$ cat src/rtl/weight_loader_if.sv
// Stream-in / memory-write-out bundle for weight_loader.
// The slave modport faces the loader, the master modport faces the producer and observer.
interface weight_loader_if #(
  parameter int DEPTH = 64,
  parameter int WIDTH = 32
);
  localparam int ADDR_WIDTH = $clog2(DEPTH);

  logic                  start;
  logic [ADDR_WIDTH-1:0] base_addr;
  logic [ADDR_WIDTH:0]   length;
  logic                  s_valid;
  logic [WIDTH-1:0]      s_data;
  logic                  s_ready;
  logic                  we;
  logic [ADDR_WIDTH-1:0] waddr;
  logic [WIDTH-1:0]      wdata;
  logic                  busy;
  logic                  done;
  logic [WIDTH-1:0]      checksum;

  modport master (
    output start, base_addr, length, s_valid, s_data,
    input  s_ready, we, waddr, wdata, busy, done, checksum
  );

  modport slave (
    input  start, base_addr, length, s_valid, s_data,
    output s_ready, we, waddr, wdata, busy, done, checksum
  );
endinterface

$ cat src/rtl/weight_loader.sv
// Streams valid/ready words into a single-port memory at a wrapping sequential address.
// Define WEIGHT_LOADER_CHECKSUM_EN to build the running modulo-2^WIDTH checksum.
module weight_loader #(
  parameter int DEPTH = 64,
  parameter int WIDTH = 32
) (
  input  logic           clk,
  input  logic           rst,
  weight_loader_if.slave bus
);
  localparam int ADDR_WIDTH = $clog2(DEPTH);
  localparam logic [ADDR_WIDTH:0]   DEPTH_L   = (ADDR_WIDTH + 1)'(DEPTH);
  localparam logic [ADDR_WIDTH-1:0] LAST_ADDR = ADDR_WIDTH'(DEPTH - 1);

  typedef enum logic {IDLE, LOAD} state_t;

  state_t                state_q, state_d;
  logic [ADDR_WIDTH-1:0] addr_q, addr_d;
  logic [ADDR_WIDTH:0]   rem_q, rem_d;
  logic                  we_q, we_d;
  logic [ADDR_WIDTH-1:0] waddr_q, waddr_d;
  logic [WIDTH-1:0]      wdata_q, wdata_d;
  logic                  done_q, done_d;
  logic                  hs;
  logic                  start_acc;

  assign hs        = (state_q == LOAD) && bus.s_valid;
  assign start_acc = (state_q == IDLE) && bus.start;

  always_ff @(posedge clk) begin
    if (rst) begin
      state_q <= IDLE;
      addr_q  <= '0;
      rem_q   <= '0;
      we_q    <= 1'b0;
      waddr_q <= '0;
      wdata_q <= '0;
      done_q  <= 1'b0;
    end else begin
      state_q <= state_d;
      addr_q  <= addr_d;
      rem_q   <= rem_d;
      we_q    <= we_d;
      waddr_q <= waddr_d;
      wdata_q <= wdata_d;
      done_q  <= done_d;
    end
  end

  always_comb begin
    state_d = state_q;
    addr_d  = addr_q;
    rem_d   = rem_q;
    we_d    = 1'b0;
    waddr_d = waddr_q;
    wdata_d = wdata_q;
    done_d  = 1'b0;
    case (state_q)
      IDLE: begin
        if (bus.start) begin
          if (bus.length == '0) begin
            done_d = 1'b1;
          end else begin
            addr_d  = bus.base_addr;
            rem_d   = (bus.length > DEPTH_L) ? DEPTH_L : bus.length;
            state_d = LOAD;
          end
        end
      end
      LOAD: begin
        if (hs) begin
          we_d    = 1'b1;
          waddr_d = addr_q;
          wdata_d = bus.s_data;
          // explicit compare keeps the wrap correct for non-power-of-2 DEPTH
          addr_d  = (addr_q == LAST_ADDR) ? '0 : addr_q + 1'b1;
          rem_d   = rem_q - 1'b1;
          if (rem_q == (ADDR_WIDTH + 1)'(1)) begin
            state_d = IDLE;
            done_d  = 1'b1;
          end
        end
      end
      default: state_d = IDLE;
    endcase
  end

`ifdef WEIGHT_LOADER_CHECKSUM_EN
  logic [WIDTH-1:0] csum_q, csum_d;

  always_ff @(posedge clk) begin
    if (rst) csum_q <= '0;
    else     csum_q <= csum_d;
  end

  always_comb begin
    csum_d = csum_q;
    if (start_acc)  csum_d = '0;
    else if (hs)    csum_d = csum_q + bus.s_data;
  end

  assign bus.checksum = csum_q;
`else
  logic unused_start_acc;
  assign unused_start_acc = start_acc;
  assign bus.checksum     = '0;
`endif

  assign bus.s_ready = (state_q == LOAD);
  assign bus.busy    = (state_q == LOAD);
  assign bus.we      = we_q;
  assign bus.waddr   = waddr_q;
  assign bus.wdata   = wdata_q;
  assign bus.done    = done_q;
endmodule

$ cat src/flat_wrapper.sv
// flat-port wrapper written by rule: the top's interface ports become plain ports
module weight_loader_flat 
#(
  parameter int DEPTH = 64,
  parameter int WIDTH = 32
)
  (clk, rst, bus_start, bus_base_addr, bus_length, bus_s_valid, bus_s_data, bus_s_ready, bus_we, bus_waddr, bus_wdata, bus_busy, bus_done, bus_checksum);
  weight_loader_if #(.DEPTH(DEPTH), .WIDTH(WIDTH)) bus_i ();
  input  logic clk;
  input  logic rst;
  input wire logic [$bits(bus_i.start)-1:0] bus_start;
  input wire logic [$bits(bus_i.base_addr)-1:0] bus_base_addr;
  input wire logic [$bits(bus_i.length)-1:0] bus_length;
  input wire logic [$bits(bus_i.s_valid)-1:0] bus_s_valid;
  input wire logic [$bits(bus_i.s_data)-1:0] bus_s_data;
  output wire logic [$bits(bus_i.s_ready)-1:0] bus_s_ready;
  output wire logic [$bits(bus_i.we)-1:0] bus_we;
  output wire logic [$bits(bus_i.waddr)-1:0] bus_waddr;
  output wire logic [$bits(bus_i.wdata)-1:0] bus_wdata;
  output wire logic [$bits(bus_i.busy)-1:0] bus_busy;
  output wire logic [$bits(bus_i.done)-1:0] bus_done;
  output wire logic [$bits(bus_i.checksum)-1:0] bus_checksum;
  assign bus_i.start = bus_start;
  assign bus_i.base_addr = bus_base_addr;
  assign bus_i.length = bus_length;
  assign bus_i.s_valid = bus_s_valid;
  assign bus_i.s_data = bus_s_data;
  assign bus_s_ready = bus_i.s_ready;
  assign bus_we = bus_i.we;
  assign bus_waddr = bus_i.waddr;
  assign bus_wdata = bus_i.wdata;
  assign bus_busy = bus_i.busy;
  assign bus_done = bus_i.done;
  assign bus_checksum = bus_i.checksum;
  weight_loader #(.DEPTH(DEPTH), .WIDTH(WIDTH)) u_core (.clk(clk), .rst(rst), .bus(bus_i));
endmodule
$ cat config.mk
export PLATFORM = sky130hd
export DESIGN_NAME = weight_loader_flat
export DESIGN_NICKNAME = d
export VERILOG_FILES = /design/src/rtl/weight_loader_if.sv /design/src/rtl/weight_loader.sv /design/src/flat_wrapper.sv
export SDC_FILE = /design/constraint.sdc
export NUM_CORES = 1
export LEC_CHECK = 0
export ABC_AREA = 1
export BUFFER_PORTS_ARGS = -buffer_cell sky130_fd_sc_hd__buf_4
export CORE_MARGIN = 3
export CORE_UTILIZATION = 40
export CTS_BUF_LIST = sky130_fd_sc_hd__clkbuf_8
export DETAILED_ROUTE_END_ITERATION = 10
export GPL_TIMING_DRIVEN = 0
export PLACE_DENSITY = 0.71
export SLEW_MARGIN = 15
export SYNTH_ARGS = -nofsm -noshare
export SYNTH_HDL_FRONTEND = slang
export SYNTH_SLANG_ARGS = --single-unit
$ cat constraint.sdc
create_clock -name clk -period 2.9 [get_ports clk]
set_clock_uncertainty 0.1 [all_clocks]
set_input_delay 0.145 -clock clk [delete_from_list [all_inputs] [get_ports clk]]
set_output_delay 0.145 -clock clk [all_outputs]
set_load 0.03 [all_outputs]
# After elaboration in Yosys (flattened, before gate mapping)
# Cells that the tools add are included.
# word_totals
out_inout_bits	74
input_bits	49
word_cells	42
reg_bits	54
# classes
n_mux	21
order_cmp	1
add_sub_neg	2
n_eq_ne	5
bitwise	1
n_reduce_logical	5
# op_table
op	n
7-bit two-way mux	4
6-bit two-way mux	4
7-bit case mux with 2 select lines	1
6-bit case mux with 2 select lines	1
1-bit two-way mux	9
7-bit by 1-bit equality test with 1-bit output, second input constant	1
7-bit > comparator, second input constant	1
7-bit zero test	1
7-bit by 1-bit subtractor with 7-bit output, second input constant	1
6-bit by 1-bit adder with 6-bit output, second input constant	1
6-bit equality test, second input constant	1
2-bit inequality test, second input constant	3
1-bit case mux with 2 select lines	2
3-bit AND reduction	1
2-bit AND reduction	1
2-bit OR reduction	1
1-bit logical AND	1
1-bit NOT	1

# Depth between registers and ports, before layout
# Gate-level depths: netlist of the first run.
# logic_depth
word_depth	5
ltp_mapped	8
ltp_nobuf	8

# Least setup slack after synthesis of the first run
# No wires, ideal clock.
# synth_path
kind	register to register
startpoint	reg u_core.state_q, in the netlist u_core.bus.busy
endpoint	reg u_core.waddr_q[4], in the netlist u_core.bus.waddr[4]
path_buffers	1
setup_ps	70
t_required_ps	2730
setup_slack_ps	1443
t_arrival_ps	1287
synth_period_minus_slack_ps	1457
stages_incl_launch_ff	6
cell_sequence	dfxtp_1 > nand2_1 > inv_2 > buf_2 > o21ai_0 > a21oi_1
# synth_between
elab_chain_cells	2
# synth_rtl
element	line_no	source
from (decl)	weight_loader.sv:17	state_t state_q, state_d;
from (signal assigned)	weight_loader.sv:40	state_q <= state_d;
1-bit logical AND	weight_loader.sv:27	assign hs = (state_q == LOAD) && bus.s_valid;
2-bit AND reduction (no source line) (*)	-	
to (signal assigned)	weight_loader.sv:44	waddr_q <= waddr_d;
to (decl)	weight_loader.sv:21	logic [ADDR_WIDTH-1:0] waddr_q, waddr_d;
# Mark *: on every way between the ends. The rest lies on a longest branch, timed or not.
# A chain may end at the register's enable or synchronous reset.

# Worst setup path in the final report of the first run
# layout_path
startpoint	reg u_core.state_q, in the netlist u_core.bus.busy
endpoint	reg u_core.addr_q[3]
# layout_between
elab_chain_cells	3
elab_cells_between_ends	7
cone_classes	eq/ne (3); mux (1); bitwise (1); reduce/logical (2)
# layout_rtl
element	line_no	source
1-bit logical AND or 1-bit NOT (tied branches)	-	
2-bit inequality test (no source line)	-	
3-bit AND reduction (no source line)	-	
to (signal assigned)	weight_loader.sv:41	addr_q <= addr_d;
to (decl)	weight_loader.sv:18	logic [ADDR_WIDTH-1:0] addr_q, addr_d;
# Parallel ways exist; a longest one is shown, timed or not.

==> impl_metrics.toml, run 1 <==
[outcome]
status = "finished, final reports clean"

[final_layout]
nNetsFinal = 581
mostFrequentLayoutCell = "buf_4"
mostFrequentLayoutCells = "123 x buf_4, 106 x nor2_1, 61 x nand2_1, 54 x dfxtp_1, 48 x o21ai_0"
area_delta_synth_final_pct = 47.9
layout-drive-gt1-share_pct = 27.2
instances_no_fill = 605
postLayoutCoreUtil_pct = 62.7
n_antenna_cell = 0

[sta]
period_needed_ns = 1.55
finalHoldViolCount = 0
fin_setup_tns_ns = 0
fmax_mhz = 643
setup_viol = 0
period_share_pct = 53.6
rsz0062_at_grt = "no"
slew_viol_final = 0

[clocking]
cts_hold_buffers = 26
h-tree-depth = 2
tritoncts = "built"
clkSlewWorstSetupHoldPaths_ns = 0.11
numCtsBuffers = 5
clock_path_buffers = 2
root_buffer = "clkbuf_8"
cts.sinks = 54
post_cts_buffers = 0
cts-resized-gates = 0
clock_latency_ns = 0.31

[worst_setup_path]
ff2ff_path_depth = 5
crit_fanout = 10
critPathKind = "reg2reg"
cp-endpoint = "u_core.addr_q[3]"
ff2ff_setup_slack_ns = 1.35
cp-end-kind = "register"
cp-startpoint = "u_core.bus.busy"
r2r_start = "u_core.bus.busy"
arrival_ns = 1.71
rr_endpoint = "u_core.addr_q[3]"
worst_ep_required_time_ns = 3.05
startpoint_type = "register"

[routing]
dr_wl_met2_mm = 3.24
drcViolationCount = 0
via_per_inst = 4.54
first_pass_iters = 5
top_layer_used = "met4"
route.vias.total = 2747
met3_length_um = 713
wl_met1_mm = 2.92
routedWlPerCell_um = 11.4
wirelength_mm = 6.92
ant_nets = 0
drtIter0Drc = 141

[floorplan]
initial_core_util_pct = 42.4
die_h_um = 86.4
die_width_um = 86.4
core.rowCount = 28
dieArea_sq_um = 7460
ios = 123
core_sq_um = 6100

[synth]
synth_top_area_share_pct = 41.8
synth_top_area_cell = "dfxtp_1"
syn_inst = 375
synthFlopType = "dfxtp_1"
synth_seq_cells = 54
synth_area_per_cell_sq_um = 6.89
synthDistinctLibCells = 19
synthTopCellsByArea = "dfxtp_1 42%, nor2_1 15%, buf_4 9.6%"
yosysWarnings = 0
seq_area_frac_synth_pct = 41.8
synth_area_sq_um = 2580
synth_edf_count = 0
async_flop_share_pct = 0

[global_route]
grt_max_degree = 19
grt_pass1_wl_mm = 10.9
grt_antenna_before_repair = 0
grt_pass1_vias = 2380
grt_overflow = 0
grtUsageTotal_pct = 18.0

[power]
p_total_w = 0.00182
power-per-cell-area_nw_per_um2 = 476
ir_drop_v = 0.000438
p_leak_nw = 1.91

[placement]
gp_congestion = 0.907
post-place-cells = 571
port-buffer-count = 90
dp.final_hpwl_mm = 5.17

[job]
cap_viol_max_count = 0

[worst_hold_path]
worst_hold_path_type = "in2reg"
-- flip-flops by register name, indices dropped and copies added (netlist names) --
signal,count
u_core.bus.wdata,32
u_core.bus.busy,1
u_core.bus.we,1
u_core.rem_q,7
u_core.bus.done,1
u_core.addr_q,6
u_core.bus.waddr,6
-- worst min-delay path by stage --
stage                         startpoint                   end  cells past startpoint
after floorplan                      rst       u_core.bus.busy                      1
after global placement               rst       u_core.bus.busy                      2
after detailed placement             rst       u_core.bus.busy                      2
after CTS                  bus_s_data[1]   u_core.bus.wdata[1]                      3
after global routing      bus_s_data[17]  u_core.bus.wdata[17]                      3
final                      bus_s_data[1]   u_core.bus.wdata[1]                      3
-- synthesized netlist by cell type (5+ instances only) --
cell type  instances
nor2_1           106
nand3_1           15
buf_2              5
o21ai_0           48
dfxtp_1           54
inv_1             16
buf_4             33
a21oi_1           11
clkbuf_1          10
nand2_1           61
-- metal layers --
metal	track usage, %	vias up
met5	0	-
met4	4.25	0
met3	6.27	7
met2	30.3	102
met1	22.0	1216
li1	-	1422
-- area by class of cell --
class                      count  area [sq um]
timing repair buffer         116           936
inverter                      18          67.6
sequential                    54          1080
buffer                        49           322
clock inverter                 3          23.8
multi-input combinational    285          1230
tap                           75          93.8
fill                         555          2270
clock buffer                   5          68.8
-- logic make-up after synthesis --
logic type | Yosys count | synth area share [%]
flops | 54 | 41.8
other cells | 1 | 0.145
buf+inv | 67 | 15.1
fa+ha+maj | 3 | 1.45
compound gates | 61 | 12.1
simple gates | 189 | 29.4
-- metrics by stage --
step	hold slack (ns)	cell area (sq um)	setup WS (ns)
after floorplan	0.114	2700	1.44
after global placement	0.244	3470	1.39
after detailed placement	0.245	3470	1.39
after CTS	0.000303	3820	1.36
after global routing	0.0000647	3820	1.19
final	0.00176	3820	1.35
-- critical path, cell delays in order, from the launching register on --
cell and delay (ns):
dfxtp_1 0.45, clkbuf_1 0.39, nand2_1 0.17, o21ai_0 0.23
nor2_1 0.07, nor2_1 0.08
-- report_power, final --
part           internal, W  total (W)  switching [W]  leakage [nW]
combinational     0.000224   0.000548       0.000324          1.43
clock             0.000173   0.000437       0.000264        0.0408
sequential        0.000798   0.000835      0.0000375         0.444
total              0.00120    0.00182       0.000625          1.91
Note: power is estimated with default switching activity, not from simulation.
==> run 2: changes to the inputs <==
--- a/config.mk
+++ b/config.mk
@@ -12,7 +12,7 @@
 export CTS_BUF_LIST = sky130_fd_sc_hd__clkbuf_8
 export DETAILED_ROUTE_END_ITERATION = 10
 export GPL_TIMING_DRIVEN = 0
-export PLACE_DENSITY = 0.71
+export PLACE_DENSITY = 0.73
 export SLEW_MARGIN = 15
 export SYNTH_ARGS = -nofsm -noshare
 export SYNTH_HDL_FRONTEND = slang
==> constraint.sdc (replaced) <==
create_clock -name clk -period 1.3 [get_ports clk]
set_clock_uncertainty 0.1 [all_clocks]
set_input_delay 0.065 -clock clk [delete_from_list [all_inputs] [get_ports clk]]
set_output_delay 0.065 -clock clk [all_outputs]
set_load 0.03 [all_outputs]
==> impl_metrics.toml, run 2 (synthesized netlist as in run 1, its figures left out) <==
[clocking]
clock_path_buffers = 2
cts.sinks = 54
clock_latency_ns = 0.31
tritoncts = "built"
root_buffer = "clkbuf_8"
numCtsBuffers = 5
h-tree-depth = 2
clkSlewWorstSetupHoldPaths_ns = 0.09

[routing]
routedWlPerCell_um = 12.4
ant_nets = 0
drcViolationCount = 0
route.vias.total = 2878
wirelength_mm = 7.75
via_per_inst = 4.62
drtIter0Drc = 120
first_pass_iters = 4

[final_layout]
postLayoutCoreUtil_pct = 68.0
fin_area_sq_um = 4150
mostFrequentLayoutCells = "132 x buf_4, 102 x nor2_1, 55 x nand2_1, 48 x dfxtp_1, 43 x o21ai_0"
nNetsFinal = 599
largest_register_ffs = 32
mostFrequentLayoutCell = "buf_4"
layout-drive-gt1-share_pct = 32.1
area_delta_synth_final_pct = 60.5
n_fill_cell = 519
n_antenna_cell = 0
instances_no_fill = 623

[sta]
hold_slack_ns = 0.00143
period_share_pct = 97.5
slew_viol_final = 0
rsz0062_at_grt = "yes"
period_needed_ns = 1.27
finalHoldViolCount = 0
fmax_mhz = 789
setup_viol = 0

[placement]
port-buffer-count = 90
post-place-cells = 571
placed_cell_area_sq_um = 3470
dp.final_hpwl_mm = 5.18
gp_congestion = 0.885

[floorplan]
die_h_um = 86.4
core.rowCount = 28
dieArea_sq_um = 7460
initial_core_util_pct = 42.4
ios = 123
core_sq_um = 6100
die_width_um = 86.4

[worst_setup_path]
ff2ff_setup_slack_ns = 0.05
critPathKind = "reg2out"
cp-end-kind = "output port"
arrival_ns = 1.10
crit_fanout = 5
worst_ep_required_time_ns = 1.13
startpoint_type = "register"

[global_route]
grtUsageTotal_pct = 20.0
grt_pass1_wl_mm = 12.1
grt_pass1_vias = 2659
grt_max_degree = 16
grt_overflow = 0
grt_antenna_before_repair = 0

[power]
power-per-cell-area_nw_per_um2 = 1050
ir_drop_v = 0.000553
p_leak_nw = 2.06

[worst_hold_path]
worst_hold_path_type = "in2reg"

[outcome]
status = "finished, final reports clean"

[job]
cap_viol_max_count = 0
-- run 2: changes by cell type in the layout (fill, tap and decap cells not counted), sizes merged --
cell,previous run,this run
buf,129,135
bufinv,0,1
clkbuf,15,16
clkinvlp,2,0
dlygate4sd3,26,37
inv,19,20
-- run 2: worst paths after layout --
check,endpoint,from,cells after the start
setup / recovery,bus_s_ready,u_core.bus.busy,3
hold reg to reg,u_core.bus.wdata[10],u_core.bus.wdata[10],2
setup reg to reg,u_core.addr_q[3],u_core.addr_q[0],8
hold / removal,u_core.addr_q[4],bus_base_addr[4],5
-- run 2: critical path: stages (launching register included) --
cell and delay, ns:
dfxtp_4 0.38, buf_4 0.15, buf_4 0.12, buf_4 0.15
-- run 2: report_power, final --
group	internal [W]	switching, W	total (W)	leakage, nW
Combinational	0.000590	0.000773	0.00136	1.55
Clock	0.000562	0.000545	0.00111	0.0607
Sequential	0.00178	0.0000973	0.00188	0.446
-- run 2: what timing repair did --
item,in CTS,in global routing
endpoints found under the hold margin,39,0
pin swaps,3,9
hold buffers,37,0
resized for setup,23,38
setup endpoints to repair,53,49
buffers inserted,1,6
-- run 2: final cells by class --
class                   count  area (sq um)  share of cell area, %
repair buffers            134          1110                   26.8
clock inverters             3          37.5                  0.905
inverters                  18          77.6                   1.87
well taps                  75          93.8                   2.26
plain buffers              49           350                   8.45
multi-input cells         285          1310                   31.6
clock buffers               5          68.8                   1.66
flip-flops and latches     54          1100                   26.4
-- run 2: per-layer routing --
metal,vias up,track usage (%),wire length (um)
li1,1460,-,-
met1,1308,23.8,3120
met2,98,34.8,3890
met3,12,5.99,631
met4,0,5.81,104
met5,-,0,0
-- run 2: through the flow --
step	TNS, ns	total power, W	setup slack, ns
final	0	0.00435	0.0328
after global routing	-0.203	0.00455	-0.0486
after floorplan	0	0.00269	0.000905
after CTS	0	0.00426	0.00183
after detailed placement	-3.48	0.00306	-0.200
after global placement	-3.04	0.00304	-0.182
